==> config.mk <==
export PLATFORM = sky130hd
export DESIGN_NAME = alu_sched_flat
export DESIGN_NICKNAME = d
export VERILOG_FILES = /design/src/rtl/alu_sched_if.sv /design/src/rtl/alu_sched.sv /design/src/flat_wrapper.sv
export SDC_FILE = /design/constraint.sdc
export NUM_CORES = 1
export LEC_CHECK = 0
export ABC_CLOCK_PERIOD_IN_PS = 2950
export CORE_UTILIZATION = 41
export DETAILED_ROUTE_END_ITERATION = 10
export GPL_ROUTABILITY_DRIVEN = 0
export PLACE_DENSITY = 0.8
export RECOVER_POWER = 100
export SLEW_MARGIN = 20
export SYNTH_ARGS = -nofsm -noshare
export SYNTH_HDL_FRONTEND = slang
export SYNTH_SLANG_ARGS = --single-unit
==> constraint.sdc <==
create_clock -name CLK -period 2.95 [get_ports CLK]
set_input_delay 0.885 -clock CLK [delete_from_list [all_inputs] [get_ports CLK]]
set_output_delay 0.885 -clock CLK [all_outputs]
set_load 0.02 [all_outputs]
==> src/rtl/alu_sched_if.sv <==
// ---------------------------------------------------------------------------
// alu_sched_if -- bundle of the handshake and bus signals of alu_sched.
//
// Groups:
//   REQ0_* / REQ1_*  : two command requesters (valid/ready, operands, fun)
//   ALU_*            : issue side towards a shared, registered ALU
//   RSP_*            : response channel (valid/ready, data, owner id, error)
//   BUSY             : scheduler is not idle
//
// Modports:
//   slave  : the scheduler's view (alu_sched)
//   master : the environment's view (requesters, ALU and response consumer)
// ---------------------------------------------------------------------------
interface alu_sched_if #(
  parameter int IN_WIDTH  = 8,
  parameter int FUN_WIDTH = 4,
  parameter int OUT_WIDTH = 16
);
  logic                 REQ0_VALID;
  logic                 REQ0_READY;
  logic [IN_WIDTH-1:0]  REQ0_A;
  logic [IN_WIDTH-1:0]  REQ0_B;
  logic [FUN_WIDTH-1:0] REQ0_FUN;

  logic                 REQ1_VALID;
  logic                 REQ1_READY;
  logic [IN_WIDTH-1:0]  REQ1_A;
  logic [IN_WIDTH-1:0]  REQ1_B;
  logic [FUN_WIDTH-1:0] REQ1_FUN;

  logic [IN_WIDTH-1:0]  ALU_A;
  logic [IN_WIDTH-1:0]  ALU_B;
  logic [FUN_WIDTH-1:0] ALU_FUN;
  logic                 ALU_EN;
  logic [OUT_WIDTH-1:0] ALU_OUT;
  logic                 ALU_OUT_VALID;

  logic                 RSP_VALID;
  logic                 RSP_READY;
  logic [OUT_WIDTH-1:0] RSP_DATA;
  logic                 RSP_ID;
  logic                 RSP_ERR;

  logic                 BUSY;

  modport slave (
    input  REQ0_VALID, REQ0_A, REQ0_B, REQ0_FUN,
    output REQ0_READY,
    input  REQ1_VALID, REQ1_A, REQ1_B, REQ1_FUN,
    output REQ1_READY,
    output ALU_A, ALU_B, ALU_FUN, ALU_EN,
    input  ALU_OUT, ALU_OUT_VALID,
    output RSP_VALID, RSP_DATA, RSP_ID, RSP_ERR,
    input  RSP_READY,
    output BUSY
  );

  modport master (
    output REQ0_VALID, REQ0_A, REQ0_B, REQ0_FUN,
    input  REQ0_READY,
    output REQ1_VALID, REQ1_A, REQ1_B, REQ1_FUN,
    input  REQ1_READY,
    input  ALU_A, ALU_B, ALU_FUN, ALU_EN,
    output ALU_OUT, ALU_OUT_VALID,
    input  RSP_VALID, RSP_DATA, RSP_ID, RSP_ERR,
    output RSP_READY,
    input  BUSY
  );
endinterface

==> src/rtl/alu_sched.sv <==
// ---------------------------------------------------------------------------
// alu_sched -- two-requester scheduler in front of one shared ALU.
//
// Arbitrates between two requesters (round-robin on contention), issues one
// command at a time to the ALU with a single-cycle ALU_EN pulse, waits up to
// TMO_CYCLES cycles for ALU_OUT_VALID and returns the result on a
// valid/ready response channel tagged with the owning requester.
// Divide by zero is answered directly with an error response.
//
// Ports:
//   CLK  : clock
//   RST  : asynchronous active-low reset
//   bus  : alu_sched_if.slave (requesters, ALU issue/result, response, BUSY)
// ---------------------------------------------------------------------------
module alu_sched #(
  parameter int IN_WIDTH   = 8,
  parameter int FUN_WIDTH  = 4,
  parameter int OUT_WIDTH  = 16,
  parameter int TMO_CYCLES = 4
) (
  input  logic     CLK,
  input  logic     RST,
  alu_sched_if.slave bus
);

  typedef enum logic [1:0] {IDLE, ISSUE, WAIT, RESP} state_t;

  localparam int                   CNT_W    = (TMO_CYCLES > 1) ? $clog2(TMO_CYCLES) : 1;
  localparam logic [CNT_W-1:0]     TMO_LAST = CNT_W'(TMO_CYCLES - 1);
  localparam logic [FUN_WIDTH-1:0] FUN_DIV  = FUN_WIDTH'(3);

  state_t               state_q;
  logic                 prio_q;
  logic [IN_WIDTH-1:0]  a_q;
  logic [IN_WIDTH-1:0]  b_q;
  logic [FUN_WIDTH-1:0] fun_q;
  logic                 id_q;
  logic                 alu_en_q;
  logic [OUT_WIDTH-1:0] rsp_data_q;
  logic                 rsp_err_q;
  logic                 rsp_valid_q;
  logic [CNT_W-1:0]     cnt_q;

  // Grant selection: a lone requester wins, on contention PRIO decides.
  logic                 gnt_vld_d;
  logic                 gnt_id_d;
  logic [IN_WIDTH-1:0]  sel_a_d;
  logic [IN_WIDTH-1:0]  sel_b_d;
  logic [FUN_WIDTH-1:0] sel_fun_d;
  logic                 div_zero_d;

  always_comb begin
    gnt_vld_d  = (state_q == IDLE) && (bus.REQ0_VALID || bus.REQ1_VALID);
    gnt_id_d   = (bus.REQ0_VALID && bus.REQ1_VALID) ? prio_q : bus.REQ1_VALID;
    sel_a_d    = gnt_id_d ? bus.REQ1_A   : bus.REQ0_A;
    sel_b_d    = gnt_id_d ? bus.REQ1_B   : bus.REQ0_B;
    sel_fun_d  = gnt_id_d ? bus.REQ1_FUN : bus.REQ0_FUN;
    div_zero_d = (sel_fun_d == FUN_DIV) && (sel_b_d == '0);
  end

  assign bus.REQ0_READY = gnt_vld_d && !gnt_id_d;
  assign bus.REQ1_READY = gnt_vld_d &&  gnt_id_d;

  always_ff @(posedge CLK or negedge RST) begin
    if (!RST) begin
      state_q     <= IDLE;
      prio_q      <= 1'b0;
      a_q         <= '0;
      b_q         <= '0;
      fun_q       <= '0;
      id_q        <= 1'b0;
      alu_en_q    <= 1'b0;
      rsp_data_q  <= '0;
      rsp_err_q   <= 1'b0;
      rsp_valid_q <= 1'b0;
      cnt_q       <= '0;
    end else begin
      // ALU_EN is a pulse: only the IDLE->ISSUE transition raises it.
      alu_en_q <= 1'b0;
      case (state_q)
        IDLE: begin
          if (gnt_vld_d) begin
            a_q    <= sel_a_d;
            b_q    <= sel_b_d;
            fun_q  <= sel_fun_d;
            id_q   <= gnt_id_d;
            prio_q <= ~gnt_id_d;
            if (div_zero_d) begin
              // Answered locally; the ALU never sees this command.
              rsp_data_q  <= '0;
              rsp_err_q   <= 1'b1;
              rsp_valid_q <= 1'b1;
              state_q     <= RESP;
            end else begin
              alu_en_q <= 1'b1;
              state_q  <= ISSUE;
            end
          end
        end
        ISSUE: begin
          cnt_q   <= '0;
          state_q <= WAIT;
        end
        WAIT: begin
          if (bus.ALU_OUT_VALID) begin
            rsp_data_q  <= bus.ALU_OUT;
            rsp_err_q   <= 1'b0;
            rsp_valid_q <= 1'b1;
            state_q     <= RESP;
          end else if (cnt_q == TMO_LAST) begin
            // TMO_CYCLES WAIT cycles without a result: give up.
            rsp_data_q  <= '0;
            rsp_err_q   <= 1'b1;
            rsp_valid_q <= 1'b1;
            state_q     <= RESP;
          end else begin
            cnt_q <= cnt_q + CNT_W'(1);
          end
        end
        RESP: begin
          if (bus.RSP_READY) begin
            rsp_valid_q <= 1'b0;
            state_q     <= IDLE;
          end
        end
        default: state_q <= IDLE;
      endcase
    end
  end

  assign bus.ALU_A     = a_q;
  assign bus.ALU_B     = b_q;
  assign bus.ALU_FUN   = fun_q;
  assign bus.ALU_EN    = alu_en_q;
  assign bus.RSP_VALID = rsp_valid_q;
  assign bus.RSP_DATA  = rsp_data_q;
  assign bus.RSP_ID    = id_q;
  assign bus.RSP_ERR   = rsp_err_q;
  assign bus.BUSY      = (state_q != IDLE);

endmodule

==> src/flat_wrapper.sv <==
// flat-port wrapper written by rule: the top's interface ports become plain ports
module alu_sched_flat 
#(
  parameter int IN_WIDTH   = 8,
  parameter int FUN_WIDTH  = 4,
  parameter int OUT_WIDTH  = 16,
  parameter int TMO_CYCLES = 4
)
  (CLK, RST, bus_REQ0_VALID, bus_REQ0_A, bus_REQ0_B, bus_REQ0_FUN, bus_REQ0_READY, bus_REQ1_VALID, bus_REQ1_A, bus_REQ1_B, bus_REQ1_FUN, bus_REQ1_READY, bus_ALU_A, bus_ALU_B, bus_ALU_FUN, bus_ALU_EN, bus_ALU_OUT, bus_ALU_OUT_VALID, bus_RSP_VALID, bus_RSP_DATA, bus_RSP_ID, bus_RSP_ERR, bus_RSP_READY, bus_BUSY);
  alu_sched_if #(.IN_WIDTH(IN_WIDTH), .FUN_WIDTH(FUN_WIDTH), .OUT_WIDTH(OUT_WIDTH)) bus_i ();
  input  logic CLK;
  input  logic RST;
  input wire logic [$bits(bus_i.REQ0_VALID)-1:0] bus_REQ0_VALID;
  input wire logic [$bits(bus_i.REQ0_A)-1:0] bus_REQ0_A;
  input wire logic [$bits(bus_i.REQ0_B)-1:0] bus_REQ0_B;
  input wire logic [$bits(bus_i.REQ0_FUN)-1:0] bus_REQ0_FUN;
  output wire logic [$bits(bus_i.REQ0_READY)-1:0] bus_REQ0_READY;
  input wire logic [$bits(bus_i.REQ1_VALID)-1:0] bus_REQ1_VALID;
  input wire logic [$bits(bus_i.REQ1_A)-1:0] bus_REQ1_A;
  input wire logic [$bits(bus_i.REQ1_B)-1:0] bus_REQ1_B;
  input wire logic [$bits(bus_i.REQ1_FUN)-1:0] bus_REQ1_FUN;
  output wire logic [$bits(bus_i.REQ1_READY)-1:0] bus_REQ1_READY;
  output wire logic [$bits(bus_i.ALU_A)-1:0] bus_ALU_A;
  output wire logic [$bits(bus_i.ALU_B)-1:0] bus_ALU_B;
  output wire logic [$bits(bus_i.ALU_FUN)-1:0] bus_ALU_FUN;
  output wire logic [$bits(bus_i.ALU_EN)-1:0] bus_ALU_EN;
  input wire logic [$bits(bus_i.ALU_OUT)-1:0] bus_ALU_OUT;
  input wire logic [$bits(bus_i.ALU_OUT_VALID)-1:0] bus_ALU_OUT_VALID;
  output wire logic [$bits(bus_i.RSP_VALID)-1:0] bus_RSP_VALID;
  output wire logic [$bits(bus_i.RSP_DATA)-1:0] bus_RSP_DATA;
  output wire logic [$bits(bus_i.RSP_ID)-1:0] bus_RSP_ID;
  output wire logic [$bits(bus_i.RSP_ERR)-1:0] bus_RSP_ERR;
  input wire logic [$bits(bus_i.RSP_READY)-1:0] bus_RSP_READY;
  output wire logic [$bits(bus_i.BUSY)-1:0] bus_BUSY;
  assign bus_i.REQ0_VALID = bus_REQ0_VALID;
  assign bus_i.REQ0_A = bus_REQ0_A;
  assign bus_i.REQ0_B = bus_REQ0_B;
  assign bus_i.REQ0_FUN = bus_REQ0_FUN;
  assign bus_REQ0_READY = bus_i.REQ0_READY;
  assign bus_i.REQ1_VALID = bus_REQ1_VALID;
  assign bus_i.REQ1_A = bus_REQ1_A;
  assign bus_i.REQ1_B = bus_REQ1_B;
  assign bus_i.REQ1_FUN = bus_REQ1_FUN;
  assign bus_REQ1_READY = bus_i.REQ1_READY;
  assign bus_ALU_A = bus_i.ALU_A;
  assign bus_ALU_B = bus_i.ALU_B;
  assign bus_ALU_FUN = bus_i.ALU_FUN;
  assign bus_ALU_EN = bus_i.ALU_EN;
  assign bus_i.ALU_OUT = bus_ALU_OUT;
  assign bus_i.ALU_OUT_VALID = bus_ALU_OUT_VALID;
  assign bus_RSP_VALID = bus_i.RSP_VALID;
  assign bus_RSP_DATA = bus_i.RSP_DATA;
  assign bus_RSP_ID = bus_i.RSP_ID;
  assign bus_RSP_ERR = bus_i.RSP_ERR;
  assign bus_i.RSP_READY = bus_RSP_READY;
  assign bus_BUSY = bus_i.BUSY;
  alu_sched #(.IN_WIDTH(IN_WIDTH), .FUN_WIDTH(FUN_WIDTH), .OUT_WIDTH(OUT_WIDTH), .TMO_CYCLES(TMO_CYCLES)) u_core (.CLK(CLK), .RST(RST), .bus(bus_i));
endmodule
## Word-level counts from Yosys, hierarchy flattened

Index checks and enable logic that the tools add are counted.

- Bitwise gates (word level): 1
- Eq/ne operators: 11
- Reduce and logical (&&, ||, !) cells: 18
- Add/subtract/negate cells: 1
- Multiplexer cells: 29

Operators with widths:

| cell | count |
|---|---|
| 16-bit two-way mux | 4 |
| 16-bit case mux with 2 select lines | 1 |
| 8-bit two-way mux | 2 |
| 2-bit two-way mux | 7 |
| 1-bit two-way mux | 10 |
| 8-bit zero test | 1 |
| 2-bit case mux with 4 select lines | 1 |
| 2-bit equality test, second input constant | 3 |
| 2-bit != test, second input constant | 3 |
| 3-bit AND reduction | 2 |
| 2-bit nonzero test | 3 |
| 1-bit logical AND | 5 |
| 5-bit AND reduction | 1 |
| 4-bit by 2-bit equality test with 1-bit output, second input constant | 1 |
| 4-bit two-way mux | 1 |
| 2-bit by 1-bit != test with 1-bit output, second input constant | 2 |
| 2-bit case mux with 2 select lines | 1 |
| 4-bit AND reduction | 1 |
| 3-bit by 2-bit != test with 1-bit output, second input constant | 1 |
| 1-bit case mux with 3 select lines | 1 |
| 3-bit nonzero test | 1 |
| 2-bit by 1-bit adder with 2-bit output, second input constant | 1 |
| 2-bit by 1-bit equality test with 1-bit output, second input constant | 1 |
| 2-bit zero test | 1 |
| 5 further kinds | 5 |

- Input port bits: 62
- Output and inout bits: 43
- Register bits: 45

## Depth between registers and ports, before layout

Gate-level depths: netlist of run 1.

- Word-level depth: 8
- Depth in mapped cells: 8
- Gate-level depth less buffers: 6

## Least setup slack after synthesis of run 1

Ideal clock, no wire load.

- Path kind: input to output
- Start: input bus_REQ0_VALID
- End: output bus_REQ0_READY
- Cell stages on the path: 4
- Arrival time: 1.945 ns
- Required time: 2.065 ns
- Path buffers: 1
- Slack: 0.120 ns
- Path through: nand2b_1 and2_1 clkbuf_1 nor2_1

- Word-level cells in the longest chain between the ends: 4

RTL lines:

| element | RTL line | text |
|---|---|---|
| start: declaration | flat_wrapper.sv:13 | `input wire logic [$bits(bus_i.REQ0_VALID)-1:0] bus_REQ0_VALID;` |
| 1-bit logical AND | alu_sched.sv:54 | `gnt_id_d = (bus.REQ0_VALID && bus.REQ1_VALID) ? prio_q : bus.REQ1_VALID;` |
| 1-bit two-way mux | alu_sched.sv:54 |  |
| 1-bit zero test | alu_sched.sv:61 | `assign bus.REQ0_READY = gnt_vld_d && !gnt_id_d;` |
| 1-bit logical AND * | alu_sched.sv:61 |  |
| end: declaration | flat_wrapper.sv:17 | `output wire logic [$bits(bus_i.REQ0_READY)-1:0] bus_REQ0_READY;` |

Every way passes the cells marked *; elsewhere a longest branch is shown, timed or not.

## Final worst setup path of run 1

- Start: input bus_REQ1_VALID
- End: output bus_REQ1_READY

- Word-level cells in the longest chain between the ends: 3

RTL lines:

| element | RTL line | text |
|---|---|---|
| start: declaration | flat_wrapper.sv:18 | `input wire logic [$bits(bus_i.REQ1_VALID)-1:0] bus_REQ1_VALID;` |
| 1-bit logical AND / 1-bit logical OR (equally long branches) | alu_sched.sv:54, alu_sched.sv:53 |  |
| 1-bit two-way mux / 1-bit logical AND (equally long branches) | alu_sched.sv:54, alu_sched.sv:53 |  |
| 1-bit logical AND * | alu_sched.sv:62 | `assign bus.REQ1_READY = gnt_vld_d && gnt_id_d;` |
| end: declaration | flat_wrapper.sv:22 | `output wire logic [$bits(bus_i.REQ1_READY)-1:0] bus_REQ1_READY;` |

Marks and branches as above.

==> flow_summary.json, run 1 <==
{
  "p_switching_mw": 1.25,
  "yosys.area.top_type": "dfrtp_1",
  "post_cts_buffers": 0,
  "synth.area.mux_share_pct": 16.5,
  "clkSlewWorstSetupHoldPaths_ps": 80,
  "dpl-instance-area_um2": 3440,
  "startpoint_type": "input pin",
  "crit_required_ps": 2070,
  "tns_ps": 0,
  "synth_compound_area_share_pct": 11.6,
  "portBuffers": 104,
  "syn-num-nets": 265,
  "slowest_stage": "clkdlybuf4s50_1",
  "finalWorstSetupSlack_ps": 107,
  "fin_nets": 381,
  "cp.depth": 4,
  "status": "completed",
  "synth-adder-area-share_pct": 3.34,
  "dp_hpwl_mm": 4.24,
  "intPower_mw": 1.84,
  "cts_buffers": 5,
  "grt_pass1_vias": 2011,
  "setup_viol": 0,
  "max_slew_margin_pct": 13.5,
  "detail-route-antenna-nets": 0,
  "hold_depth": 2,
  "fin_area_um2": 3450,
  "vdd_drop_max_mv": 0.444,
  "critical-path-top-delay-family": "buffers and inverters",
  "drv_slew": 0,
  "num_rows": 26,
  "fin_cells": 384,
  "synth_xor_area_share_pct": 0.390,
  "rsz0062_at_grt": "false",
  "p_leak_nw": 1.70,
  "cp_max_fo": 4,
  "critPathArrivalTime_ps": 1960,
  "synth_top_family_by_area": "multiplexers",
  "whs_ps": 464,
  "die_h_um": 76.0,
  "routedWlPerCell_um": 14.4,
  "ios": 105,
  "clockRootBuffer": "clkbuf_8",
  "grt_max_degree": 36,
  "die_area_um2": 5780,
  "n_antenna_cell": 0,
  "wl_met2_mm": 2.72,
  "dp_slack_ps": -363,
  "top_layer": "met4",
  "wl_met1_mm": 2.46,
  "syn_inst": 197,
  "sw_frac_of_total_pct": 40.4,
  "clockBufferDepth": 2,
  "skew_ps": 5.41,
  "fmax_mhz": 352,
  "worstSetupEndpointType": "output port",
  "p_seq_share_pct": 33.3,
  "power_density_nw_per_um2": 894,
  "reg2reg_depth": 5,
  "antenna_found_initial": 0,
  "cts_tree": "yes",
  "critPathBufInv": 2,
  "via_per_inst": 5.03,
  "cts_hold_buf": 0,
  "routed-wl-met3_um": 260,
  "syn_area_um2": 2250,
  "drtIter0Drc": 40,
  "hold_viol": 0,
  "dpl.cell_count": 376,
  "drtPass1Iterations": 4,
  "maxCapViolCount": 0,
  "syn_area_per_cell_um2": 11.4,
  "clock_sinks": 45,
  "yosys.area_share.simple_pct": 14.4,
  "min_from": "u_core.bus.ALU_A[7]",
  "synthDistinctLibCells": 32,
  "synth_area_leaders": "dfrtp_1, mux2_4, mux2i_1",
  "vias": 1932,
  "p_comb_share_pct": 55.0,
  "overflow": 0,
  "gr-usage-all-layers_pct": 20.5,
  "drc": 0,
  "startpoint": "bus_REQ1_VALID",
  "clock_latency_ps": 290,
  "criticalPathCategory": "in2out",
  "start_util_pct": 43.1,
  "p_clk_share_pct": 11.7,
  "synth-seq-cells": 45,
  "post-route-min-period_ps": 2840,
  "reg2reg_from": "u_core.state_q[0]",
  "syn2layout_area_growth_pct": 53.7,
  "post-route-util_pct": 66.3,
  "finalPower_mw": 3.09,
  "cts-htree-levels": 2,
  "period_share_pct": 96.4,
  "tightest_slew_ps": 1300,
  "critPathMaxStageDelay_ps": 540,
  "hold_class": "reg2reg",
  "crit_chain": "clkdlybuf4s50_1 > nand2_1 > nor2_1 > clkbuf_1",
  "chipWidth_um": 76.0,
  "seq_area_frac_synth_pct": 50.1,
  "synth_top_area_share_pct": 50.1,
  "yosys_warnings": 0,
  "core_area_um2": 5200,
  "grt_pass1_wl_mm": 9.38,
  "drt_wl_total_mm": 5.52,
  "drive_above_1_share_pct": 10.8
}
-- path summary, 6_finish.rpt --
| check | endpoint | slack (ps) |
|---|---|---|
| max in group asynchronous | u_core.bus.RSP_DATA[4] | 900 |
| worst max-delay path | bus_REQ1_READY | 110 |
| worst min-delay path | u_core.bus.ALU_A[7] | 460 |
| worst max register to register | u_core.bus.ALU_B[3] | 610 |
| min in group asynchronous | u_core.bus.ALU_B[4] | 590 |
| worst min register to register | u_core.bus.ALU_A[7] | 460 |
-- layout make-up --
type                       count  area [µm²]
clock buffer                   6        72.6
timing repair buffer         120        1130
inverter                       4        15.0
clock inverter                 2        10.0
fill                         428        1750
multi-input combinational    137        1010
tap                           70        87.6
sequential                    45        1130
-- routing by layer --
| metal | vias to the layer above | global-route usage (%) |
|---|---|---|
| li1 | 940 | - |
| met1 | 921 | 25.4 |
| met2 | 63 | 35.4 |
| met3 | 8 | 5.15 |
| met4 | 0 | 5.96 |
| met5 | - | 0 |
-- registers in the layout, summed over array words and instances, names as in the netlist --
register,count
u_core.bus.RSP_VALID,1
u_core.bus.ALU_EN,1
u_core.prio_q,1
u_core.bus.RSP_ID,1
u_core.bus.ALU_A,8
u_core.bus.ALU_B,8
u_core.cnt_q,2
u_core.bus.RSP_ERR,1
u_core.bus.RSP_DATA,16
u_core.bus.ALU_FUN,4
u_core.state_q,2
-- Yosys cell counts (all sizes together) --
cell type	instances
a2111oi	1
a211oi	2
a21o	4
a21oi	1
a22o	1
a22oi	1
a32oi	8
a41oi	1
and2	1
and3	16
buf	3
clkbuf	8
dfrtp	45
ha	6
inv	4
mux2	19
mux2i	12
nand2	31
nand2b	2
nor2	6
nor2b	1
nor3	1
nor4	1
nor4b	2
o21ai	16
or4	1
or4b	2
xor2	1
-- cells in the final DEF, fill, tap and decap left out, drive strengths merged, types with 12 or more instances in the layout --
cell / n
buf: 12
clkbuf: 13
nand2: 31
mux2: 19
clkdlybuf4s50: 60
and3: 16
mux2i: 12
dlygate4sd3: 41
o21ai: 16
dfrtp: 45
-- power by group through the flow --
stage,logic [mW],registers [mW],clock network [mW]
floorplan,0.807,1.34,0
global placement,1.87,1.04,0
detailed placement,1.90,1.05,0
CTS,1.91,1.04,0.371
global route,1.84,1.07,0.398
finish,1.70,1.03,0.361
-- worst reg2reg max path, cell delays in order (launching register included) --
cell and delay (ps):
dfrtp_1 400, inv_1 110, ha_1 320, o21ai_2 120
clkbuf_1 980, o21ai_0 240
-- logic make-up after synthesis --
| logic type | count (synthesis) |
|---|---|
| and+or+nand+nor | 64 |
| adders and majority gates | 6 |
| buffers and inverters | 15 |
| DFF | 45 |
| AOI/OAI and AO/OA | 35 |
| xor gates and xnor gates | 1 |
| muxes | 31 |
-- repair_timing --
action / CTS / global route
resized for setup: 5 / 3
endpoints found under the hold margin: 0 / 0
pin swaps: 0 / 0
endpoints found under the setup margin: 2 / 2
(Power assumes the default switching activity.)
==> run 2, diff against run 1 <==
- CAP_MARGIN: not set -> 20
==> results of run 2 <==
Same layout as run 1: the final DEF is identical, and so are final timing and power.
